### src/rtl/uart_autobaud_ctrl.sv
// uart_autobaud_ctrl
// ------------------
// Measures the bit rate of an incoming 0x55 sync character and turns the
// measurement into the half-period-minus-one divisors that the tx baud
// counter and the rx oversample counter expect. Software can also load the
// divisors directly, which always overrides any measurement in progress.
//
// Ports
//   clk          single clock, all state updates on its rising edge
//   rst          asynchronous active-high reset
//   rx_in        raw UART line (asynchronous to clk, idle high)
//   start        one-cycle pulse that arms autobaud detection
//   cfg_wr       one-cycle pulse that loads cfg_tx / cfg_rx
//   cfg_tx       manual tx divisor
//   cfg_rx       manual rx divisor
//   max_rate_tx  tx half-period-minus-one divisor
//   max_rate_rx  rx oversample half-period-minus-one divisor
//   busy         high while waiting for or measuring the sync character
//   locked       divisors come from a good measurement or a manual load
//   err          sticky flag for a failed measurement (too fast or timeout)

module uart_autobaud_ctrl #(
    parameter logic [31:0] DEFAULT_TX     = 32'd325,
    parameter logic [31:0] DEFAULT_RX     = 32'd20,
    parameter int          RX_OS_LOG2     = 4,
    parameter logic [31:0] MIN_BIT_CYCLES = 32'd64,
    parameter logic [31:0] TIMEOUT_CYCLES = 32'd16777216
) (
    input  logic        clk,
    input  logic        rst,
    input  logic        rx_in,
    input  logic        start,
    input  logic        cfg_wr,
    input  logic [31:0] cfg_tx,
    input  logic [31:0] cfg_rx,
    output logic [31:0] max_rate_tx,
    output logic [31:0] max_rate_rx,
    output logic        busy,
    output logic        locked,
    output logic        err
);

    typedef enum logic [1:0] {
        IDLE,
        ARMED,
        MEASURE,
        APPLY
    } stateT;

    stateT       state;
    stateT       stateNext;

    logic        rxSync1;
    logic        rxSync2;
    logic        rxPrev;
    logic        fallEdge;

    logic [31:0] cycleCnt;
    logic [31:0] intervalCnt;
    logic [2:0]  edgeCnt;
    logic [31:0] bitCycles;

    logic        armStart;
    logic        beginMeasure;
    logic        edgeHit;
    logic        lastEdge;
    logic        timeout;

    // The line is asynchronous, so it goes through two flops before anything
    // looks at it. A third flop keeps the previous synced value so a falling
    // edge is a simple one-cycle compare. All three sit at the idle level
    // (high) out of reset so reset release never fakes an edge.
    always_ff @(posedge clk or posedge rst) begin
        if (rst) begin
            rxSync1 <= 1'b1;
            rxSync2 <= 1'b1;
            rxPrev  <= 1'b1;
        end else begin
            rxSync1 <= rx_in;
            rxSync2 <= rxSync1;
            rxPrev  <= rxSync2;
        end
    end

    assign fallEdge = rxPrev & ~rxSync2;

    // State register.
    always_ff @(posedge clk or posedge rst) begin
        if (rst) begin
            state <= IDLE;
        end else begin
            state <= stateNext;
        end
    end

    // Next-state logic plus the one-cycle strobes that steer the datapath.
    // A manual load beats everything, including a start in the same cycle,
    // and drops the FSM back to IDLE. A line that is already low when the
    // FSM arms produces no falling edge, so ARMED naturally waits for a
    // full high-then-low transition. An edge arriving on the same cycle the
    // interval would expire still counts as an edge.
    always_comb begin
        stateNext    = state;
        armStart     = 1'b0;
        beginMeasure = 1'b0;
        edgeHit      = 1'b0;
        lastEdge     = 1'b0;
        timeout      = 1'b0;
        busy         = (state == ARMED) || (state == MEASURE);

        if (cfg_wr) begin
            stateNext = IDLE;
        end else begin
            case (state)
                IDLE: begin
                    if (start) begin
                        stateNext = ARMED;
                        armStart  = 1'b1;
                    end
                end
                ARMED: begin
                    if (fallEdge) begin
                        stateNext    = MEASURE;
                        beginMeasure = 1'b1;
                    end
                end
                MEASURE: begin
                    if (fallEdge) begin
                        edgeHit = 1'b1;
                        if (edgeCnt == 3'd4) begin
                            lastEdge  = 1'b1;
                            stateNext = APPLY;
                        end
                    end else if (intervalCnt == TIMEOUT_CYCLES - 32'd1) begin
                        timeout   = 1'b1;
                        stateNext = IDLE;
                    end
                end
                APPLY: begin
                    stateNext = IDLE;
                end
                default: begin
                    stateNext = IDLE;
                end
            endcase
        end
    end

    // Measurement counters. The cycle counter spans from the start-bit edge
    // to the fifth edge (the start of d7), i.e. eight bit times, so the
    // captured total divided by eight is the bit period in clk cycles. Only
    // that quotient is kept; the low three bits never matter downstream.
    always_ff @(posedge clk or posedge rst) begin
        if (rst) begin
            cycleCnt    <= 32'd0;
            intervalCnt <= 32'd0;
            edgeCnt     <= 3'd0;
            bitCycles   <= 32'd0;
        end else if (beginMeasure) begin
            cycleCnt    <= 32'd0;
            intervalCnt <= 32'd0;
            edgeCnt     <= 3'd1;
        end else if (state == MEASURE) begin
            cycleCnt <= cycleCnt + 32'd1;
            if (edgeHit) begin
                intervalCnt <= 32'd0;
                edgeCnt     <= edgeCnt + 3'd1;
            end else begin
                intervalCnt <= intervalCnt + 32'd1;
            end
            if (lastEdge) begin
                bitCycles <= (cycleCnt + 32'd1) >> 3;
            end
        end
    end

    // Divisors and status flags. The divisors move only on a manual load or
    // while leaving APPLY, so downstream baud counters never see a value
    // from a half-finished measurement. A bit period shorter than the
    // minimum is rejected and leaves the previous divisors in place.
    always_ff @(posedge clk or posedge rst) begin
        if (rst) begin
            max_rate_tx <= DEFAULT_TX;
            max_rate_rx <= DEFAULT_RX;
            locked      <= 1'b0;
            err         <= 1'b0;
        end else if (cfg_wr) begin
            max_rate_tx <= cfg_tx;
            max_rate_rx <= cfg_rx;
            locked      <= 1'b1;
            err         <= 1'b0;
        end else begin
            if (armStart) begin
                locked <= 1'b0;
                err    <= 1'b0;
            end
            if (timeout) begin
                err <= 1'b1;
            end
            if (state == APPLY) begin
                if (bitCycles < MIN_BIT_CYCLES) begin
                    err <= 1'b1;
                end else begin
                    max_rate_tx <= (bitCycles >> 1) - 32'd1;
                    max_rate_rx <= (bitCycles >> (RX_OS_LOG2 + 1)) - 32'd1;
                    locked      <= 1'b1;
                end
            end
        end
    end

endmodule

### config.mk
export PLATFORM = sky130hd
export DESIGN_NAME = uart_autobaud_ctrl
export DESIGN_NICKNAME = d
export VERILOG_FILES = /design/src/rtl/uart_autobaud_ctrl.sv
export SDC_FILE = /design/constraint.sdc
export NUM_CORES = 1
export LEC_CHECK = 0
export CORE_MARGIN = 8
export CORE_UTILIZATION = 60
export DETAILED_ROUTE_END_ITERATION = 10
export PLACE_DENSITY = 0.91
export SLEW_MARGIN = 25
export SYNTH_ARGS = -nofsm -noshare
export SYNTH_HDL_FRONTEND = slang
export SYNTH_SLANG_ARGS = --single-unit
### constraint.sdc
create_clock -name clk -period 15.7 [get_ports clk]
set_input_delay 3.14 -clock clk [delete_from_list [all_inputs] [get_ports clk]]
set_output_delay 3.14 -clock clk [all_outputs]
set_load 0.05 [all_outputs]
==> flow_metrics.tcl, run 1 <==
set metrics [dict create \
    status "finished clean" \
    tritoncts "yes" \
    grt_pass1_wl_um 40300 \
    hp-start "rxSync1" \
    ys_warn_count 0 \
    rows 45 \
    timing_hold_violations_final 0 \
    finalNetCount 1173 \
    combPwrFrac 0.245 \
    synth_most_common_cell "dfrtp_1" \
    io_buffers 135 \
    ir_worst_vdd_uv 102 \
    insertion_delay_ns 0.44 \
    drt_iter0_markers 916 \
    syn_area_um2 9360 \
    syn_nets 1086 \
    cp_max_fo 5 \
    synthAdderAreaFrac 0.0147 \
    vias 8162 \
    leakage_nw 4.87 \
    cts_buffer_depth 2 \
    start_kind "flop" \
    io_pins 136 \
    synth_mux_area_frac 0.0278 \
    fillers 962 \
    yosys.area_share.xor_xnor 0.114 \
    switching_share 0.342 \
    fin_crit_sh 0.333 \
    setup_ws_ns 10.47 \
    crit_required_ns 12.56 \
    root_buffer "clkbuf_16" \
    synth_edf_count 0 \
    diodes 0 \
    gp_congestion 0.958 \
    clock_skew_ns 0.00938 \
    area_growth_pct 20.7 \
    placed_area_um2 10700 \
    drive_gt1_frac 0.0678 \
    yosys.area_share.simple 0.245 \
    first_pass_iters 8 \
    grt_max_degree 95 \
    p_total_mw 1.37 \
    path_class "flop to output pin" \
    worst_pin_slew_ns 0.880 \
    place_ws_ns 10.44 \
    hp-class "flop to flop" \
    antenna_left 0 \
    grt_use_total 0.251 \
    synthCells 1006 \
    p_sw_mw 0.468 \
    die_h_um 141 \
    clkPwrFrac 0.315 \
    max_cap_violations 0 \
    grt_setup_unrepaired "no" \
    clk_pin_slew_ns 0.07 \
    dieArea_um2 19900 \
    synth_top_family_by_area "simple AND/OR/NAND/NOR gates" \
    ys_types 61 \
    synth_top_cells_by_count "dfrtp_1, nor2_1, nand2_1" \
    slew_headroom 0.414 \
    power_frac_seq 0.440 \
    end_kind "output pin" \
    synth_ff_type "dfrtp_1" \
    max_freq_mhz 191 \
    setup-tns-final_ns 0 \
    cts_sinks 166 \
    synth_compound_area_frac 0.109 \
    initial_core_util 0.616 \
    postCtsSetupBuffers 0 \
    antenna_found_initial 0 \
    drc 0 \
    via_per_inst 6.31 \
    cellInternalPower_mw 0.898 \
    startpoint "state[0]" \
    cts.hold.buffers_added 0 \
    grt_pass1_vias 7574 \
    yosys.area.top_type_share 0.420 \
    coreArea_um2 15200 \
    arrival_ns 2.09 \
    cts_buffers 17 \
    rr_startpoint "bitCycles[9]" \
    wire_per_inst_um 19.4 \
    yosysTopAreaCell "dfrtp_1" \
    die_w_um 141 \
    async_flop_share 1.00 \
    period_minus_slack_ns 5.23 \
    grt_overflow 0 \
    setup_viol 0 \
    ys_ff_latch 166 \
    wl_um 25200 \
    power_density_nw_per_um2 121 \
    synth.area.top_cells "dfrtp_1, xor2_1, nor2_1, nand2_1, xnor2_1" \
    syn_area_per_cell_um2 9.31 \
    ctsResizeCount 0 \
    synth-seq-area-share 0.445 \
    stdcell_area_um2 11300 \
    finalMaxSlewViolations 0 \
    htreeDepth 4 \
    detailed_place_hpwl_um 17000 \
]
==> worst max-delay path, stage by stage, from the launching register on <==
cell and delay (ns):
dfrtp_1 0.44, inv_1 0.10, ha_1 0.31, clkdlybuf4s50_1 0.80
==> sequential cells by signal (all words and copies together), names as in the netlist, 2 cells and up <==
register,flops
bitCycles,28
cycleCnt,32
edgeCnt,3
intervalCnt,32
max_rate_rx,32
max_rate_tx,32
state,2
==> worst paths after layout <==
path                                         to  slack [ns]  depth (start not counted)
worst max-delay path                       busy       10.47                          3
worst min-delay path                    rxSync2        0.38                          0
worst max register to register  max_rate_rx[25]       12.92                          6
worst min register to register          rxSync2        0.38                          0
max in group asynchronous          cycleCnt[26]       11.33                          3
min in group asynchronous       max_rate_rx[29]        3.21                          2
==> placed cells by master (no fill, tap or decap), drive strengths merged, types with 9 or more instances in the layout <==
cell type	n
nor3b	22
dfstp	9
a21oi	41
nor3	25
o21ai	48
mux2i	26
or3	12
nand4	40
and3	12
o211ai	11
clkdlybuf4s50	134
inv	19
nor2	111
xor2	85
dfrtp	157
xnor2	37
nand3	45
buf	10
nor4	26
or4	10
nand2	97
clkbuf	20
a221o	21
ha	11
==> through the flow <==
step	instances	util	hold WS (ns)
2_1_floorplan	1006	-	0.345
3_3_place_gp	1262	0.703	0.363
3_5_place_dp	1262	0.703	0.368
4_1_cts	1294	0.743	0.379
5_1_grt	1294	0.743	0.384
6_report	1294	0.743	0.382
==> area by class of cell <==
| class | instances | area (µm²) | share of cell area |
|---|---|---|---|
| multi-input cells | 746 | 4800 | 0.425 |
| flip-flops and latches | 166 | 4170 | 0.369 |
| repair buffers | 144 | 1420 | 0.126 |
| clock buffers | 20 | 457 | 0.0404 |
| well taps | 188 | 235 | 0.0208 |
| clock inverters | 12 | 151 | 0.0134 |
| inverters | 18 | 72.6 | 0.00642 |
==> logic make-up (layout without fill, tap and decap cells) <==
group	Yosys count	in the layout
compound gates	153	153
xor+xnor	122	122
fa+ha+maj	11	11
buf+inv	94	194
flops	166	166
mux	26	26
simple gates	434	434
==> per-layer routing <==
layer | GRT usage | vias up | share of wire
li1 | - | 3721 | -
met1 | 0.326 | 3921 | 0.41
met2 | 0.407 | 446 | 0.48
met3 | 0.0446 | 74 | 0.082
met4 | 0.105 | 0 | 0.030
met5 | 0 | - | 0
==> power groups by stage <==
stage	combinational (mW)	sequential [mW]	clock, mW
final	0.335	0.601	0.431
after global routing	0.362	0.612	0.450
after CTS	0.335	0.598	0.432
after detailed placement	0.329	0.603	0
after global placement	0.318	0.598	0
after floorplan	0.187	0.630	0
(Power assumes the default switching activity.)
==> run 2: changes to the inputs <==
--- a/config.mk
+++ b/config.mk
@@ -6,9 +6,9 @@
 export NUM_CORES = 1
 export LEC_CHECK = 0
 export CORE_MARGIN = 8
-export CORE_UTILIZATION = 60
+export CORE_UTILIZATION = 55
 export DETAILED_ROUTE_END_ITERATION = 10
-export PLACE_DENSITY = 0.91
+export PLACE_DENSITY = 0.85
 export SLEW_MARGIN = 25
 export SYNTH_ARGS = -nofsm -noshare
 export SYNTH_HDL_FRONTEND = slang
==> constraint.sdc (replaced) <==
create_clock -name clk -period 5 [get_ports clk]
set_input_delay 1 -clock clk [delete_from_list [all_inputs] [get_ports clk]]
set_output_delay 1 -clock clk [all_outputs]
set_load 0.05 [all_outputs]
==> run 2 against run 1 <==
Via count down 2.5%. Critical endpoint unchanged. Critical path depth did not move. Wire length down 3.4%. Setup slack worse by 8.5 ns. Largest power group unchanged. Sequential cell count unchanged. Highest routed layer unchanged. Global-route usage fell by 2.6 points.
==> flow_metrics.tcl, run 2 (same netlist as run 1, synthesis figures left out) <==
set metrics [dict create \
    switching_share 0.354 \
    worst_pin_slew_ns 0.929 \
    cts_buffer_depth 2 \
    clkPwrFrac 0.299 \
    htreeDepth 4 \
    slew_headroom 0.380 \
    hold_depth 0 \
    power_frac_seq 0.449 \
    io_pins 136 \
    setup-tns-final_ns 0 \
    area_growth_pct 20.8 \
    cts_buffers 17 \
    start_kind "flop" \
    layout_commonest_cell "dfrtp_1" \
    setup_viol 0 \
    rr_startpoint "bitCycles[5]" \
    grt_overflow 0 \
    cp_max_fo 5 \
    drive_gt1_frac 0.0678 \
    hp-class "flop to flop" \
    postCtsSetupBuffers 0 \
    min_to "rxSync2" \
    first_pass_iters 6 \
    worst_r2r_endpoint "max_rate_tx[26]" \
    finalNetCount 1174 \
    combPwrFrac 0.252 \
    initial_core_util 0.563 \
    grt_max_degree 114 \
    r2r_cells 7 \
    drt_iter0_markers 740 \
    leakage_nw 4.84 \
    fillers 1220 \
    end_kind "output pin" \
    tritoncts "yes" \
    crit_required_ns 4.00 \
    grt_setup_unrepaired "no" \
    wire_per_inst_um 18.3 \
    period_minus_slack_ns 3.06 \
    drc 0 \
    power_density_nw_per_um2 370 \
    antenna_found_initial 0 \
    vias 7962 \
    grt_use_total 0.225 \
    root_buffer "clkbuf_16" \
    diodes 0 \
    layout_common_cells "dfrtp_1, clkdlybuf4s50_1, nor2_1, nand2_1, xor2_1" \
    rows 47 \
    wl_um 24300 \
    max_freq_mhz 326 \
    max_cap_violations 0 \
    die_w_um 146 \
    detailed_place_hpwl_um 17000 \
    clk_pin_slew_ns 0.06 \
    die_h_um 146 \
    via_per_inst 6.00 \
    grtUsageMet2 0.371 \
    status "finished clean" \
    cellInternalPower_mw 2.70 \
    coreArea_um2 16600 \
    finalMaxSlewViolations 0 \
    gp_congestion 0.922 \
    register_area_um2 4170 \
    ir_worst_vdd_uv 319 \
    hp-start "rxSync1" \
    dp_cells 1294 \
    placed_area_um2 10700 \
    timing_hold_violations_final 0 \
    arrival_ns 2.06 \
    multiInputGateArea_um2 4800 \
    ctsResizeCount 0 \
    cts.hold.buffers_added 0 \
    dieArea_um2 21500 \
    insertion_delay_ns 0.44 \
    stdcell_area_um2 11300 \
    met3_usage 0.0445 \
    p_sw_mw 1.48 \
    clock_skew_ns 0.0106 \
    antenna_left 0 \
    reg2reg_slack_ns 2.17 \
    cts_sinks 166 \
    grt-busiest-layer "met2" \
    path_class "flop to output pin" \
    fin_crit_sh 0.613 \
    use_met1 0.288 \
    io_buffers 135 \
    final_cells 1327 \
    grt_pass1_vias 7667 \
    grt_pass1_wl_um 39900 \
]
run 2: power by group through the flow:
stage,clock network (mW),registers (mW),logic [mW]
floorplan,0,1.98,0.587
global placement,0,1.87,1.01
detailed placement,0,1.89,1.04
CTS,1.27,1.87,1.06
global route,1.32,1.91,1.15
finish,1.25,1.88,1.05
run 2: how the worst max path moves through the flow:
stage          slack, ns     start              end  depth (start not counted)
2_1_floorplan       1.89       rst    bitCycles[10]                          1
3_3_place_gp        1.97    cfg_wr  max_rate_rx[11]                          4
3_5_place_dp        1.92    cfg_wr  max_rate_rx[11]                          4
4_1_cts             1.93  state[0]             busy                          3
5_1_grt             1.86  state[0]             busy                          3
6_report            1.94  state[0]             busy                          3
run 2: worst max-delay path: stages (launching register included):
cell and delay [ns]:
dfrtp_1 0.44, inv_1 0.09, ha_1 0.29, clkdlybuf4s50_1 0.80
run 2: layout make-up:
class                      count  area share
clock buffer                  19      0.0383
clock inverter                13      0.0110
inverter                      18     0.00631
multi-input combinational    746       0.424
sequential                   166       0.368
tap                          220      0.0243
timing repair buffer         145       0.127
run 2: stage by stage:
step | power, mW | util | hold WS [ns] | setup WS (ns)
2_1_floorplan | 2.57 | - | 0.345 | 1.89
3_3_place_gp | 2.88 | 0.645 | 0.363 | 1.97
3_5_place_dp | 2.93 | 0.645 | 0.365 | 1.92
4_1_cts | 4.20 | 0.679 | 0.372 | 1.93
5_1_grt | 4.39 | 0.680 | 0.374 | 1.86
6_report | 4.18 | 0.680 | 0.371 | 1.94
run 2: routing by layer:
| layer | wire, µm | up-vias | share of wire |
|---|---|---|---|
| met2 | 11800 | 318 | 0.49 |
| met4 | 549 | 0 | 0.023 |
| li1 | - | 3717 | - |
| met5 | 0 | - | 0 |
| met1 | 10400 | 3880 | 0.43 |
| met3 | 1560 | 47 | 0.064 |
==> run 3: changes to the inputs <==
--- a/config.mk
+++ b/config.mk
@@ -6,9 +6,9 @@
 export NUM_CORES = 1
 export LEC_CHECK = 0
 export CORE_MARGIN = 8
-export CORE_UTILIZATION = 55
+export CORE_UTILIZATION = 50
 export DETAILED_ROUTE_END_ITERATION = 10
-export PLACE_DENSITY = 0.85
+export PLACE_DENSITY = 0.81
 export SLEW_MARGIN = 25
 export SYNTH_ARGS = -nofsm -noshare
 export SYNTH_HDL_FRONTEND = slang
==> constraint.sdc (replaced) <==
create_clock -name clk -period 2.8 [get_ports clk]
set_input_delay 0.56 -clock clk [delete_from_list [all_inputs] [get_ports clk]]
set_output_delay 0.56 -clock clk [all_outputs]
set_load 0.05 [all_outputs]
==> run 3 against run 2 <==
Clock-buffer cell count is 5 higher. Final cell count up 2.0%. Clock skew decreased by 0.00064 ns. Register-to-register slack lost 2.0 ns. Hold slack worse by 0.0075 ns. Sequential power up 78%. Non-clock buffer count rose by 13. Setup slack worse by 1.8 ns. Combinational power rose by 80%.
==> flow_metrics.tcl, run 3 (same netlist as run 1, synthesis figures left out) <==
set metrics [dict create \
    fin_crit_sh 0.937 \
    leakage_nw 4.94 \
    grt_setup_unrepaired "no" \
    cp_cell_sequence "inv_1 > ha_1 > clkdlybuf4s50_1" \
    initial_core_util 0.506 \
    startpoint "state[0]" \
    htreeDepth 4 \
    setup-tns-final_ns 0 \
    ir_worst_vdd_uv 506 \
    setup_ws_ns 0.177 \
    hp-class "flop to flop" \
    insertion_delay_ns 0.43 \
    placed_area_um2 10900 \
    postCtsSetupBuffers 0 \
    crit_buf_inv 2 \
    layout_commonest_cell "dfrtp_1" \
    io_pins 136 \
    power_density_nw_per_um2 665 \
    clock_skew_ns 0.00996 \
    antenna_left 0 \
    detailed_place_hpwl_um 17400 \
    slew_headroom 0.376 \
    drc 0 \
    wire_per_inst_um 18.2 \
    dp_cells 1322 \
    ctsResizeCount 0 \
    root_buffer "clkbuf_16" \
    cts_sinks 166 \
    worst_pin_slew_ns 0.935 \
    stdcell_area_um2 11500 \
    fillers 1473 \
    max_freq_mhz 381 \
    cts.hold.buffers_added 0 \
    clk_pin_slew_ns 0.06 \
    drive_gt1_frac 0.0768 \
    drt_iter0_markers 739 \
    crit_family "buffers and inverters" \
    diodes 0 \
    first_pass_iters 5 \
    io_buffers 135 \
    max_cap_violations 0 \
    die_w_um 153 \
    layout_common_cells "dfrtp_1, clkdlybuf4s50_1, nor2_1, nand2_1, xor2_1" \
    path_class "flop to output pin" \
    crit_required_ns 2.24 \
    finalMaxSlewViolations 0 \
    place_ws_ns 0.245 \
    antenna_found_initial 0 \
    tritoncts "yes" \
    grt_use_total 0.212 \
    grt_max_degree 132 \
    vias 7928 \
    arrival_ns 2.06 \
    start_kind "flop" \
    final.hold.worst_slack_ns 0.363 \
    gp_congestion 0.905 \
    grt_overflow 0 \
    cp_max_fo 5 \
    timing_hold_violations_final 0 \
    final_cells 1354 \
    cts_buffers 17 \
    finalNetCount 1187 \
    die_h_um 153 \
    end_kind "output pin" \
    dieArea_um2 23400 \
    cts_buffer_depth 2 \
    via_per_inst 5.86 \
    rows 50 \
    coreArea_um2 18500 \
    rr_startpoint "bitCycles[5]" \
    period_minus_slack_ns 2.62 \
    grt_pass1_vias 7725 \
    setup_viol 0 \
    hp-start "rxSync1" \
    status "finished clean" \
    grt_pass1_wl_um 40800 \
    cpPeakStageDelay_ns 0.81 \
    cp_slowest_cell "clkdlybuf4s50_1" \
    wl_um 24600 \
    area_growth_pct 22.9 \
]
-- run 3: cell count changes in the layout (fill, tap and decap cells not counted), sizes merged --
cell	before	now
clkbuf	19	24
buf	11	24
inv	20	17
bufinv	1	3
clkinv	6	2
-- run 3: path summary, 6_finish.rpt --
kind / endpoint / slack (ns) / cells after the start
min: rxSync2 / 0.36 / 0
min reg2reg: rxSync2 / 0.36 / 0
min in group asynchronous: max_rate_tx[1] / 0.57 / 3
max in group asynchronous: bitCycles[26] / 1.61 / 3
max: busy / 0.18 / 3
max reg2reg: max_rate_tx[31] / 0.21 / 7
-- run 3: area by class of cell --
class	count	area, µm²	share of cell area
clock buffers	24	482	0.0419
well taps	234	293	0.0254
flip-flops and latches	166	4170	0.362
inverters	18	71.3	0.00620
multi-input cells	746	4800	0.417
clock inverters	8	123	0.0107
repair buffers	158	1570	0.137
-- run 3: routing by layer --
layer / up-vias / routed length (µm) / global-route usage
li1: 3743 / - / -
met2: 334 / 11700 / 0.345
met4: 0 / 581 / 0.0763
met5: - / 0 / 0
met3: 54 / 1490 / 0.0400
met1: 3797 / 10900 / 0.277
-- run 3: where the power goes --
group          internal [mW]  total, mW  switching (mW)  leakage [nW]
registers               2.83       3.34           0.505          2.11
logic                  0.773       1.89            1.12          2.54
clock network           1.47       2.42           0.948         0.286
-- run 3: through the flow --
stage	util	total power, mW
floorplan	-	4.58
global placement	0.589	5.17
detailed placement	0.589	5.24
CTS	0.621	7.67
global route	0.621	8.00
finish	0.621	7.65
